**src/rtl/i2c_master_arbiter.sv**
```systemverilog
// Round-robin arbiter that shares one i2c_master between NUM_CLIENTS requesters.
// The winner's descriptor is latched at grant, a single start pulse is issued,
// and the master's byte strobes are routed to the owner until the master drops busy.
// Optional feature macro: I2C_ARB_TIMEOUT_EN adds an ACTIVE-state watchdog that
// pulses the master's abort bit after TIMEOUT_CYCLES and reports the transfer as NACKed.
module i2c_master_arbiter #(
    parameter int NUM_CLIENTS    = 4,
    parameter int WAIT_BUSY_MAX  = 64,
    parameter int TIMEOUT_CYCLES = 2000000
) (
    input  logic                      i_clk,
    input  logic                      i_rst_n,
    input  logic [NUM_CLIENTS-1:0]    i_req,
    input  logic [NUM_CLIENTS*10-1:0] i_slave_addr,
    input  logic [NUM_CLIENTS*8-1:0]  i_byte_cnt,
    input  logic [NUM_CLIENTS-1:0]    i_read,
    input  logic [NUM_CLIENTS*8-1:0]  i_tx_data,
    output logic [NUM_CLIENTS-1:0]    o_grant,
    output logic [NUM_CLIENTS-1:0]    o_tx_data_needed,
    output logic [NUM_CLIENTS-1:0]    o_rx_data_valid,
    output logic [7:0]                o_rx_data,
    output logic [NUM_CLIENTS-1:0]    o_done,
    output logic [NUM_CLIENTS-1:0]    o_nack,
    output logic [9:0]                m_slave_addr,
    output logic [7:0]                m_byte_cnt,
    output logic [7:0]                m_tx_data,
    output logic [3:0]                m_control_reg,
    output logic [3:0]                m_mode_reg,
    input  logic                      m_tx_data_needed,
    input  logic                      m_rx_data_valid,
    input  logic [7:0]                m_rx_data,
    input  logic [4:0]                m_status_reg
);

    localparam int IDX_W = $clog2(NUM_CLIENTS);
    localparam int WB_W  = $clog2(WAIT_BUSY_MAX + 1);

    typedef enum logic [2:0] {
        S_IDLE,
        S_ISSUE,
        S_WAIT_BUSY,
        S_ACTIVE,
        S_ABORT,
        S_DONE
    } state_t;

    state_t           state;
    logic [IDX_W-1:0] owner;
    logic [IDX_W-1:0] rr_ptr;
    logic [IDX_W-1:0] winner;
    logic [IDX_W-1:0] rr_next;
    logic [WB_W-1:0]  wait_cnt;
    logic             nack_flag;
    logic             start_pulse;
    logic             abort_pulse;
    logic             mode_read;
    logic             status_err;
    logic             unused_bits;

    // First requester at or after ptr, wrapping; the rotated copy puts req[ptr] at bit 0.
    function automatic logic [IDX_W-1:0] rr_pick(input logic [NUM_CLIENTS-1:0] req,
                                                 input logic [IDX_W-1:0] ptr);
        logic [2*NUM_CLIENTS-1:0] dbl;
        logic [NUM_CLIENTS-1:0]   rot;
        logic [IDX_W:0]           sum;
        logic [IDX_W-1:0]         sel;
        dbl = {req, req} >> ptr;
        rot = dbl[NUM_CLIENTS-1:0];
        sel = ptr;
        for (int i = NUM_CLIENTS - 1; i >= 0; i--) begin
            sum = {1'b0, ptr} + (IDX_W + 1)'(i);
            if (sum >= (IDX_W + 1)'(NUM_CLIENTS)) begin
                sum = sum - (IDX_W + 1)'(NUM_CLIENTS);
            end
            if (rot[i]) begin
                sel = sum[IDX_W-1:0];
            end
        end
        return sel;
    endfunction

    assign winner     = rr_pick(i_req, rr_ptr);
    assign rr_next    = (owner == IDX_W'(NUM_CLIENTS - 1)) ? '0 : owner + 1'b1;
    assign status_err = m_status_reg[1] | m_status_reg[2];

    // Byte-level handshakes pass straight through so the owner can answer in the same cycle.
    assign m_tx_data        = (|o_grant) ? i_tx_data[owner*8 +: 8] : 8'h00;
    assign o_tx_data_needed = (state == S_ACTIVE && m_tx_data_needed) ? o_grant : '0;
    assign m_control_reg    = {start_pulse, abort_pulse, 2'b00};
    assign m_mode_reg       = {3'b000, mode_read};

    // Status bits 4:3 carry nothing the arbiter needs.
    assign unused_bits = ^{m_status_reg[4:3], (TIMEOUT_CYCLES != 0)};

`ifdef I2C_ARB_TIMEOUT_EN
    localparam int TO_W = $clog2(TIMEOUT_CYCLES + 1);
    logic [TO_W-1:0] to_cnt;
`else
    assign abort_pulse = 1'b0;
`endif

    // Arbitration FSM; every output it owns is registered and pulses default low.
    always_ff @(posedge i_clk or negedge i_rst_n) begin
        if (!i_rst_n) begin
            state           <= S_IDLE;
            owner           <= '0;
            rr_ptr          <= '0;
            wait_cnt        <= '0;
            nack_flag       <= 1'b0;
            start_pulse     <= 1'b0;
            mode_read       <= 1'b0;
            o_grant         <= '0;
            o_rx_data_valid <= '0;
            o_rx_data       <= 8'h00;
            o_done          <= '0;
            o_nack          <= '0;
            m_slave_addr    <= 10'h000;
            m_byte_cnt      <= 8'h00;
`ifdef I2C_ARB_TIMEOUT_EN
            abort_pulse     <= 1'b0;
            to_cnt          <= '0;
`endif
        end else begin
            start_pulse     <= 1'b0;
            o_done          <= '0;
            o_nack          <= '0;
            o_rx_data_valid <= '0;
`ifdef I2C_ARB_TIMEOUT_EN
            abort_pulse     <= 1'b0;
`endif
            case (state)
                S_IDLE: begin
                    if (|i_req) begin
                        owner        <= winner;
                        o_grant      <= NUM_CLIENTS'(1) << winner;
                        m_slave_addr <= i_slave_addr[winner*10 +: 10];
                        m_byte_cnt   <= i_byte_cnt[winner*8 +: 8];
                        mode_read    <= i_read[winner];
                        nack_flag    <= 1'b0;
                        // A zero-length descriptor never reaches the master.
                        start_pulse  <= (i_byte_cnt[winner*8 +: 8] != 8'h00);
                        state        <= S_ISSUE;
                    end
                end
                S_ISSUE: begin
                    wait_cnt <= '0;
                    if (m_byte_cnt == 8'h00) begin
                        o_done <= o_grant;
                        o_nack <= o_grant;
                        state  <= S_DONE;
                    end else begin
                        state  <= S_WAIT_BUSY;
                    end
                end
                S_WAIT_BUSY: begin
                    if (m_status_reg[0]) begin
`ifdef I2C_ARB_TIMEOUT_EN
                        to_cnt <= '0;
`endif
                        state  <= S_ACTIVE;
                    end else if (wait_cnt == WB_W'(WAIT_BUSY_MAX - 1)) begin
                        o_done <= o_grant;
                        o_nack <= o_grant;
                        state  <= S_DONE;
                    end else begin
                        wait_cnt <= wait_cnt + 1'b1;
                    end
                end
                S_ACTIVE: begin
                    if (m_rx_data_valid) begin
                        o_rx_data_valid <= o_grant;
                        o_rx_data       <= m_rx_data;
                    end
                    if (status_err) begin
                        nack_flag <= 1'b1;
                    end
                    if (!m_status_reg[0]) begin
                        o_done <= o_grant;
                        o_nack <= (nack_flag || status_err) ? o_grant : '0;
                        state  <= S_DONE;
                    end
`ifdef I2C_ARB_TIMEOUT_EN
                    else if (to_cnt == TO_W'(TIMEOUT_CYCLES - 1)) begin
                        abort_pulse <= 1'b1;
                        state       <= S_ABORT;
                    end else begin
                        to_cnt <= to_cnt + 1'b1;
                    end
`endif
                end
`ifdef I2C_ARB_TIMEOUT_EN
                S_ABORT: begin
                    // The aborted transfer always reports NACK once the master goes idle.
                    if (!m_status_reg[0]) begin
                        o_done <= o_grant;
                        o_nack <= o_grant;
                        state  <= S_DONE;
                    end
                end
`endif
                S_DONE: begin
                    o_grant <= '0;
                    rr_ptr  <= rr_next;
                    state   <= S_IDLE;
                end
                default: begin
                    o_grant <= '0;
                    state   <= S_IDLE;
                end
            endcase
        end
    end

endmodule

```
**config.mk**
```make
export PLATFORM = sky130hd
export DESIGN_NAME = i2c_master_arbiter
export DESIGN_NICKNAME = d
export VERILOG_FILES = /design/src/rtl/i2c_master_arbiter.sv
export SDC_FILE = /design/constraint.sdc
export NUM_CORES = 1
export LEC_CHECK = 0
export BUFFER_PORTS_ARGS = -buffer_cell sky130_fd_sc_hd__buf_2
export CAP_MARGIN = 20
export CORE_AREA = 4 4 92 94
export DETAILED_ROUTE_END_ITERATION = 16
export DIE_AREA = 0 0 96 98
export GPL_TIMING_DRIVEN = 0
export PLACE_DENSITY_LB_ADDON = 0.25
export SLEW_MARGIN = 10
export SYNTH_ARGS = -nofsm -noshare
export SYNTH_HDL_FRONTEND = slang
export SYNTH_SLANG_ARGS = --single-unit
```
**constraint.sdc**
```tcl
create_clock -name i_clk -period 2.2 [get_ports i_clk]
set_input_delay 0.33 -clock i_clk [delete_from_list [all_inputs] [get_ports i_clk]]
set_output_delay 0.33 -clock i_clk [all_outputs]
set_load 0.005 [all_outputs]
```
After elaboration in Yosys (flattened, before gate mapping) --
Index checks and enable logic that the tools add are counted.
Word-level totals: register bits after elaboration 59, input port bits 129, output and inout bits 62, logic and storage cells 103
Operators by class: $add $sub $neg 9, $mul 1, order comparisons 5, eq/ne operators 12, shifts and indexed selects 5, muxes and demuxes 39, bitwise operators 2, reductions and logical operators 16
Operators by type and width (number):
- $shiftx 32x6->8 | 2
- $mux 4 | 10
- $shiftx 40x7->10 | 1
- $pmux 4 s3 | 2
- $mux 2 | 9
- $mux 3 | 5
- $mux 7 | 2
- $pmux 7 s2 | 1
- $pmux 3 s4 | 1
- $ne 2x2->1 const B | 5
- $ge 3x3->1 const B | 3
- $reduce_and 3->1 | 3
- $logic_not 8->1 | 1
- $mux 8 | 1
- $pmux 4 s2 | 1
- $reduce_bool 8->1 | 1
- $reduce_or 4->1 | 2
- $shr 8x2->4 | 1
- $sub 2x1->2 const B | 4
- $add 7x1->7 const B | 1
- $eq 7x6->1 const B | 1
- $add 2x2->3 const B | 2
- $eq 3x2->1 const B | 2
- $reduce_and 2->1 | 3
- other kinds (20) | 25

Logic depth before layout (Yosys ltp) --
Gate-level depths: netlist (run 1).
depth after elaboration 11, mapped depth 10, mapped depth without buffers 8

Worst setup path before layout (run 1) --
No wires, ideal clock.
path type register to register, from register state[1], to register m_byte_cnt[5], library setup time 0.125 ns, data arrival time 1.804 ns, data required time 2.075 ns, path slack 0.271 ns, stages on the path, launching flop included 8, path buffers 4, clock period less this slack 1.929 ns, cells stage by stage dfrtp_1 > clkbuf_1 > or3_1 > buf_2 > or2_1 > buf_2 > buf_2 > mux2_2
On the way: word-level cells in the longest chain between the ends 2
RTL lines:
- start: declaration | line 47 | state_t state;
- start signal: assignment | line 105 | state <= S_IDLE;
- start signal: assignment | line 142 | state <= S_ISSUE;
- start signal: assignment | line 150 | state <= S_DONE;
- $logic_not 3->1 | line 131 | case (state)
- $reduce_and 2->1 (no line)
- end signal: assignment | line 137 | m_byte_cnt <= i_byte_cnt[winner*8 +: 8];
- end: declaration | line 25 | output logic [7:0] m_byte_cnt,
Every way passes these cells. A chain may end at the register's enable or synchronous reset.

Worst setup path after layout (run 1) --
from register owner[0], to output m_tx_data[5]
On the way: word-level cells in the longest chain between the ends 2
RTL lines:
- start: declaration | line 48 | logic [IDX_W-1:0] owner;
- start signal: assignment | line 134 | owner <= winner;
- $shiftx 32x6->8 | line 87 | assign m_tx_data = (|o_grant) ? i_tx_data[owner*8 +: 8] : 8'h00;
- $mux 8 | line 87
- end: declaration | line 26 | output logic [7:0] m_tx_data,
Every way passes these cells.

==> results of run 1 <==
==> cell type report <==
type                            instances  share of cell area
Clock buffer                           11              0.0320
Sequential cell                        59               0.312
Buffer                                 27              0.0341
Inverter                                3             0.00238
Timing Repair Buffer                  185               0.197
Clock inverter                          4              0.0206
Tap cell                              102              0.0269
Multi-Input combinational cell        277               0.376
==> worst max-delay path by stage <==
stage / start / to / slack, ps
finish: owner[0] / m_tx_data[5] / 130
global route: rr_ptr[0] / mode_read / -30
global placement: i_req[3] / m_byte_cnt[5] / -100
detailed placement: i_req[3] / mode_read / -150
CTS: state[1] / owner[1] / 20
floorplan: state[1] / m_byte_cnt[5] / 270
==> logic make-up after synthesis <==
| kind of cell | Yosys count | synth area share |
|---|---|---|
| AND/OR/NAND/NOR | 169 | 0.228 |
| other | 1 | 0.00111 |
| buffers and inverters | 33 | 0.0515 |
| adder cells (fa/ha/maj) | 2 | 0.00741 |
| multiplexers | 50 | 0.185 |
| XOR/XNOR | 3 | 0.00779 |
| flip-flops | 59 | 0.438 |
| AO/OA/AOI/OAI | 47 | 0.0816 |
==> sequential cells by signal, indices dropped and copies added, names as in the netlist <==
name / flops
m_byte_cnt: 8
m_slave_addr: 10
mode_read: 1
nack_flag: 1
o_done: 4
o_grant: 4
o_nack: 4
o_rx_data: 8
o_rx_data_valid: 4
owner: 2
rr_ptr: 2
start_pulse: 1
state: 3
wait_cnt: 7
==> layer usage <==
layer  GRT usage  vias up  wire length (um)
met5           0        -                 0
met4      0.0547        0                95
met3      0.0447       10               673
met2       0.352      124              4780
met1       0.249     1553              3890
li1            -     1632                 -
==> where the power goes <==
part / leakage (nW) / switching [mW] / internal, mW
logic: 1.64 / 1.42 / 1.30
registers: 0.751 / 0.293 / 1.48
clock network: 0.122 / 0.414 / 0.808
total: 2.51 / 2.12 / 3.59
==> worst register-to-register path, cell delays in order (launching register included) <==
cell and delay (ps):
dfrtp_1 410, nor2b_1 200, a2111oi_2 90, nor2b_2 270
buf_4 250, mux2i_1 250, mux2i_1 130, nor4_1 230
a21oi_1 100
==> through the flow <==
| step | setup TNS (ps) | power (mW) | setup slack (ps) | cell area [sq um] |
|---|---|---|---|---|
| 3_3_place_gp | -1060 | 4.37 | -103 | 4430 |
| 6_report | 0 | 5.71 | 132 | 4740 |
| 4_1_cts | 0 | 5.72 | 15.2 | 4710 |
| 5_1_grt | -58.6 | 6.18 | -33.0 | 4740 |
| 3_5_place_dp | -1520 | 4.46 | -148 | 4440 |
| 2_1_floorplan | 0 | 3.42 | 271 | 3390 |
==> repair_timing <==
item	CTS	global route
gates resized for setup	4	13
pin swaps	0	3
buffers inserted	1	1
setup endpoints to repair	10	31
==> cell usage in the layout, fill, tap and decap left out, types with 3 or more instances in the layout <==
cell       netlist  layout
nor2b_1         13      12
nand2_1         48      48
inv_1            3       3
buf_2           10     190
or3_1            3       3
nand3_1         15      15
mux4_2           8       8
conb_1           1       6
clkbuf_2         0       3
bufinv_16        0       3
buf_4            8      12
clkbuf_1        10       4
a21oi_1          8       8
clkbuf_8         0      11
nor2_1          57      57
nor3_1           7       7
mux2_2          18      18
nor4_1           6       5
and2_1           7       7
mux2i_1         24      24
and3_1           7       7
o21ai_0         28      28
dfrtp_1         59      59
==> metrics.csv, run 1 <==
stage;metric;value;unit
sta;drv_slew;0;
sta;period_share;0.940;
placement;dpl.hpwl;7490;um
worst_hold_path;min_path_type;input port to asynchronous set/reset pin;
placement;portBuffers;182;
power;cellLeakagePower;2.51;nW
placement;place_congestion;0.871;
sta;skew;4.48;ps
floorplan;die_w;96;um
worst_setup_path;crit_chain;clkbuf_4, mux4_2, nor2b_1, buf_2;
finish;ff_latch_area;0.00148;sq mm
synthesis;yosysSeqAreaShare;0.438;
sta;worst_slew_pin_slew;715;ps
finish;fin_nets;693;
finish;final_cells;668;
detailed_routing;route.detailed.drc;0;
finish;drive_gt1_frac;0.449;
synthesis;synth_cell_types;38;
detailed_routing;wl_per_cell;14.1;um
floorplan;start_util;0.441;
finish;antennaDiodeCount;0;
finish;multi_input_area;0.00178;sq mm
synthesis;synth_top_area_cell;dfrtp_1;
synthesis;yosysWarningCount;0;
floorplan;rows;32;
clocking;clk_pin_slew;70;ps
sta;relSlewSlack;0.523;
global_route;grt_pass1_wl;15100;um
worst_setup_path;end_kind;output pin;
worst_setup_path;worst-path-buf-inv;2;
worst_setup_path;cp_slowest_cell;mux4_2;
sta;setup_viol;0;
clocking;cts-htree-levels;3;
synthesis;synth-main-ff-cell;dfrtp_1;
worst_setup_path;regToRegEndpoint;start_pulse;
worst_setup_path;cp-start-kind;register;
synthesis;synth-seq-cells;59;
outcome;outcome;finished, final reports clean;
detailed_routing;viasPerCell;4.97;
detailed_routing;vias;3319;
worst_setup_path;critical_path_arrival;1740;ps
worst_setup_path;r2r_slack;140;ps
global_route;grt-ovfl-total;0;
clocking;cts.sinks;59;
worst_setup_path;crit_cells;4;
clocking;ctsHoldBuffers;0;
clocking;worstSkewPairLatency;330;ps
worst_setup_path;worstRegToRegCells;8;
worst_setup_path;critPathTopFamily;multiplexers;
power;p_per_area;1210;mW/mm^2
worst_setup_path;worst_r2r_startpoint;rr_ptr[0];
worst_setup_path;critical_path_peak_fanout;10;
synthesis;synth.most_common_cell;dfrtp_1;
finish;utilization;0.619;
worst_setup_path;cp.required;1870;ps
floorplan;die_y;98;um
clocking;numCtsBuffers;9;
synthesis;synth_edf_count;0;
synthesis;yosysTopAreaCellShare;0.438;
detailed_routing;wirelength;9430;um
sta;min_period;2070;ps
global_route;grt.total_usage;0.202;
worst_setup_path;path_class;register to output pin;
detailed_routing;ant_nets;0;
job;cap_viol_max_count;0;
sta;hold_viol_final;0;
finish;area_growth;40.4;%
synthesis;syn_inst;364;
synthesis;synth_area;0.00337;sq mm
clocking;cts_tree;yes;
clocking;cts-root-buf;clkbuf_8;
global_route;grt_pass1_vias;3322;
synthesis;synth_area_per_cell;9.27;sq um
floorplan;core-area;0.00765;sq mm
synthesis;synthTopCellsByArea;dfrtp_1 (44%), mux2i_1 (7.1%), nor2_1 (6.3%);
floorplan;dieArea;0.00941;sq mm
worst_setup_path;cpPeakStageDelay;530;ps
global_route;grt_max_degree;60;
detailed_routing;detail_route.first_pass.iterations;4;
global_route;antenna_found_initial;0;
sta;whs;65.6;ps
clocking;cts_buffer_depth;2;
sta;fmax;484;MHz
synthesis;async_flop_share;1.00;
finish;fillers;681;
power;ir_drop;0.000601;V
detailed_routing;drt_iter0_drc;98;
placement;dp.cells;654;
floorplan;ios;191;
synthesis;synth_common_cells;dfrtp_1 (59), nor2_1 (57), nand2_1 (48), o21ai_0 (28), mux2i_1 (24);
No activity file was read; power rests on OpenSTA's default activity.
==> inputs of run 2 (changes only) <==
- CORE_AREA: 4 4 92 94 -> 2 2 90 92
- DIE_AREA: 0 0 96 98 -> 0 0 92 94
==> metrics.csv, run 2 (synthesis gave the netlist of run 1 again) <==
stage;metric;value;unit;change
detailed_routing;viasPerCell;5.05;;+1.7%
placement;dpl.hpwl;7230;um;-3.5%
global_route;grt-ovfl-total;0;;unchanged
worst_hold_path;min_path_type;input port to asynchronous set/reset pin;;
sta;drv_slew;0;;unchanged
power;ir_drop;0.000634;V;+5.5%
finish;fin_nets;692;;-0.14%
placement;dpl_worst_slack;-114;ps;+34.4 ps
clocking;cts-htree-levels;3;;unchanged
placement;place_congestion;0.882;;+1.2%
sta;whs;50.4;ps;-15.3 ps
clocking;numCtsBuffers;9;;unchanged
worst_setup_path;end_kind;register;;
finish;area_growth;38.4;%;
worst_setup_path;cp.required;2410;ps;+540 ps
sta;worst_slew_pin_slew;733;ps;+17.7 ps
sta;setup_ws;103;ps;-29.6 ps
floorplan;die_y;94;um;-4.1%
clocking;cts_buffer_depth;2;;unchanged
worst_setup_path;worstRegToRegCells;8;;unchanged
global_route;grt_max_degree;60;;unchanged
sta;skew;6.69;ps;+2.21 ps
finish;finalInstanceArea;0.00467;sq mm;-1.4%
detailed_routing;drt_iter0_drc;169;;+72%
finish;final_cell_mix;buf_2 (189), dfrtp_1 (58), nor2_1 (57);;
finish;top_regs;m_slave_addr (10), m_byte_cnt (8), o_rx_data (8);;
worst_setup_path;regToRegEndpoint;start_pulse;;
global_route;grt_pass1_wl;14700;um;-2.5%
detailed_routing;detail_route.first_pass.iterations;4;;unchanged
worst_setup_path;worst_r2r_startpoint;rr_ptr[1];;
clocking;worstSkewPairLatency;330;ps;about the same
detailed_routing;route.detailed.drc;0;;unchanged
detailed_routing;ant_nets;0;;unchanged
job;cap_viol_max_count;0;;unchanged
finish;largest-register;m_slave_addr;;
floorplan;ios;191;;unchanged
sta;relSlewSlack;0.511;;-0.0118
detailed_routing;vias;3369;;+1.5%
finish;drive_gt1_frac;0.451;;+0.00256
clocking;cts.sinks;59;;unchanged
clocking;clk_pin_slew;60;ps;about the same
worst_setup_path;critical_path_arrival;2310;ps;+570 ps
floorplan;die_w;92;um;-4.2%
finish;largest_reg_flops;10;;unchanged
power;p_per_area;1160;mW/mm^2;-4.1%
placement;portBuffers;182;;unchanged
sta;min_period;2100;ps;+29.6 ps
finish;layout_commonest_cell;buf_2;;
floorplan;core-area;0.00761;sq mm;-0.52%
power;power.total;5.40;mW;-5.5%
clocking;cts_tree;yes;;
global_route;grt_pass1_vias;3195;;-3.8%
detailed_routing;wirelength;9270;um;-1.7%
floorplan;start_util;0.444;;+0.00232
power;cellLeakagePower;2.47;nW;-1.6%
global_route;grt.total_usage;0.216;;+0.0135
finish;fillers;692;;+1.6%
sta;fmax;477;MHz;-1.4%
worst_setup_path;critical_path_peak_fanout;10;;unchanged
placement;placed_cell_area;0.00444;sq mm;about the same
global_route;antenna_found_initial;0;;unchanged
floorplan;dieArea;0.00865;sq mm;-8.1%
finish;antennaDiodeCount;0;;unchanged
clocking;cts-root-buf;clkbuf_8;;
sta;period_share;0.953;;+0.0134
detailed_routing;wl_per_cell;13.9;um;-1.5%
floorplan;rows;32;;unchanged
sta;rsz0062_at_grt;no;;
sta;hold_viol_final;0;;unchanged
outcome;outcome;finished, final reports clean;;
worst_setup_path;r2r_slack;100;ps;-40 ps
worst_setup_path;cp-start-kind;register;;
worst_setup_path;path_class;register to register;;
sta;setup_viol;0;;unchanged
==> run 2: changes by cell type in the layout (fill, tap and decap cells not counted), moves of 2 or more <==
cell	before	now
bufinv_16	3	0
mux2i_1	24	21
mux2i_2	0	3
clkbuf_2	3	1
clkbuf_4	1	3
clkinv_2	0	2
nor4_2	0	2
==> run 2: worst max path at each step <==
stage          startpoint         endpoint  cells past startpoint
2_1_floorplan    state[1]    m_byte_cnt[5]                      7
3_3_place_gp     i_req[3]    m_byte_cnt[6]                      8
3_5_place_dp     i_req[2]  m_slave_addr[8]                     10
4_1_cts          owner[0]     m_tx_data[6]                      4
5_1_grt         rr_ptr[0]      start_pulse                      8
6_report        rr_ptr[1]      start_pulse                      8
==> run 2: metal layers <==
layer	up-vias	track usage	wire length (um)
met5	-	0	0
met4	0	0.0808	155
met3	15	0.0586	648
met2	135	0.355	4600
met1	1586	0.273	3870
li1	1633	-	-
==> run 2: final cells by class <==
type / count / area [sq um] / share of cell area
buffer: 27 / 171 / 0.0367
inverter: 3 / 11.3 / 0.00241
clock inverter: 2 / 10.0 / 0.00214
sequential: 59 / 1480 / 0.316
multi-input combinational: 277 / 1780 / 0.381
tap: 102 / 128 / 0.0273
clock buffer: 13 / 169 / 0.0362
timing repair buffer: 184 / 926 / 0.198
==> run 2: timing repair <==
item	4_1_cts	5_1_grt
gates resized for setup	4	22
buffers inserted	0	1
setup endpoints to repair	12	31
hold buffers	0	0
pin swaps	0	2
==> run 2: through the flow <==
stage	cells	TNS [ps]	util
2_1_floorplan	369	0	-
3_3_place_gp	653	-515	0.583
3_5_place_dp	654	-730	0.584
4_1_cts	669	0	0.609
5_1_grt	667	0	0.614
6_report	667	0	0.614
==> run 2: report_power, final <==
part	switching [mW]	total [mW]	internal [mW]	leakage [nW]
Sequential	0.287	1.77	1.48	0.750
Combinational	1.43	2.74	1.31	1.63
Clock	0.397	0.888	0.491	0.0953
==> run 2: worst max-delay path, stage by stage (launching register included) <==
cell and delay [ps]:
dfrtp_2 420, nor3b_1 270, a2111oi_2 80, nor2b_2 230, buf_6 190, mux2i_2 230
mux2i_2 130, nor4_2 320, a21oi_1 110
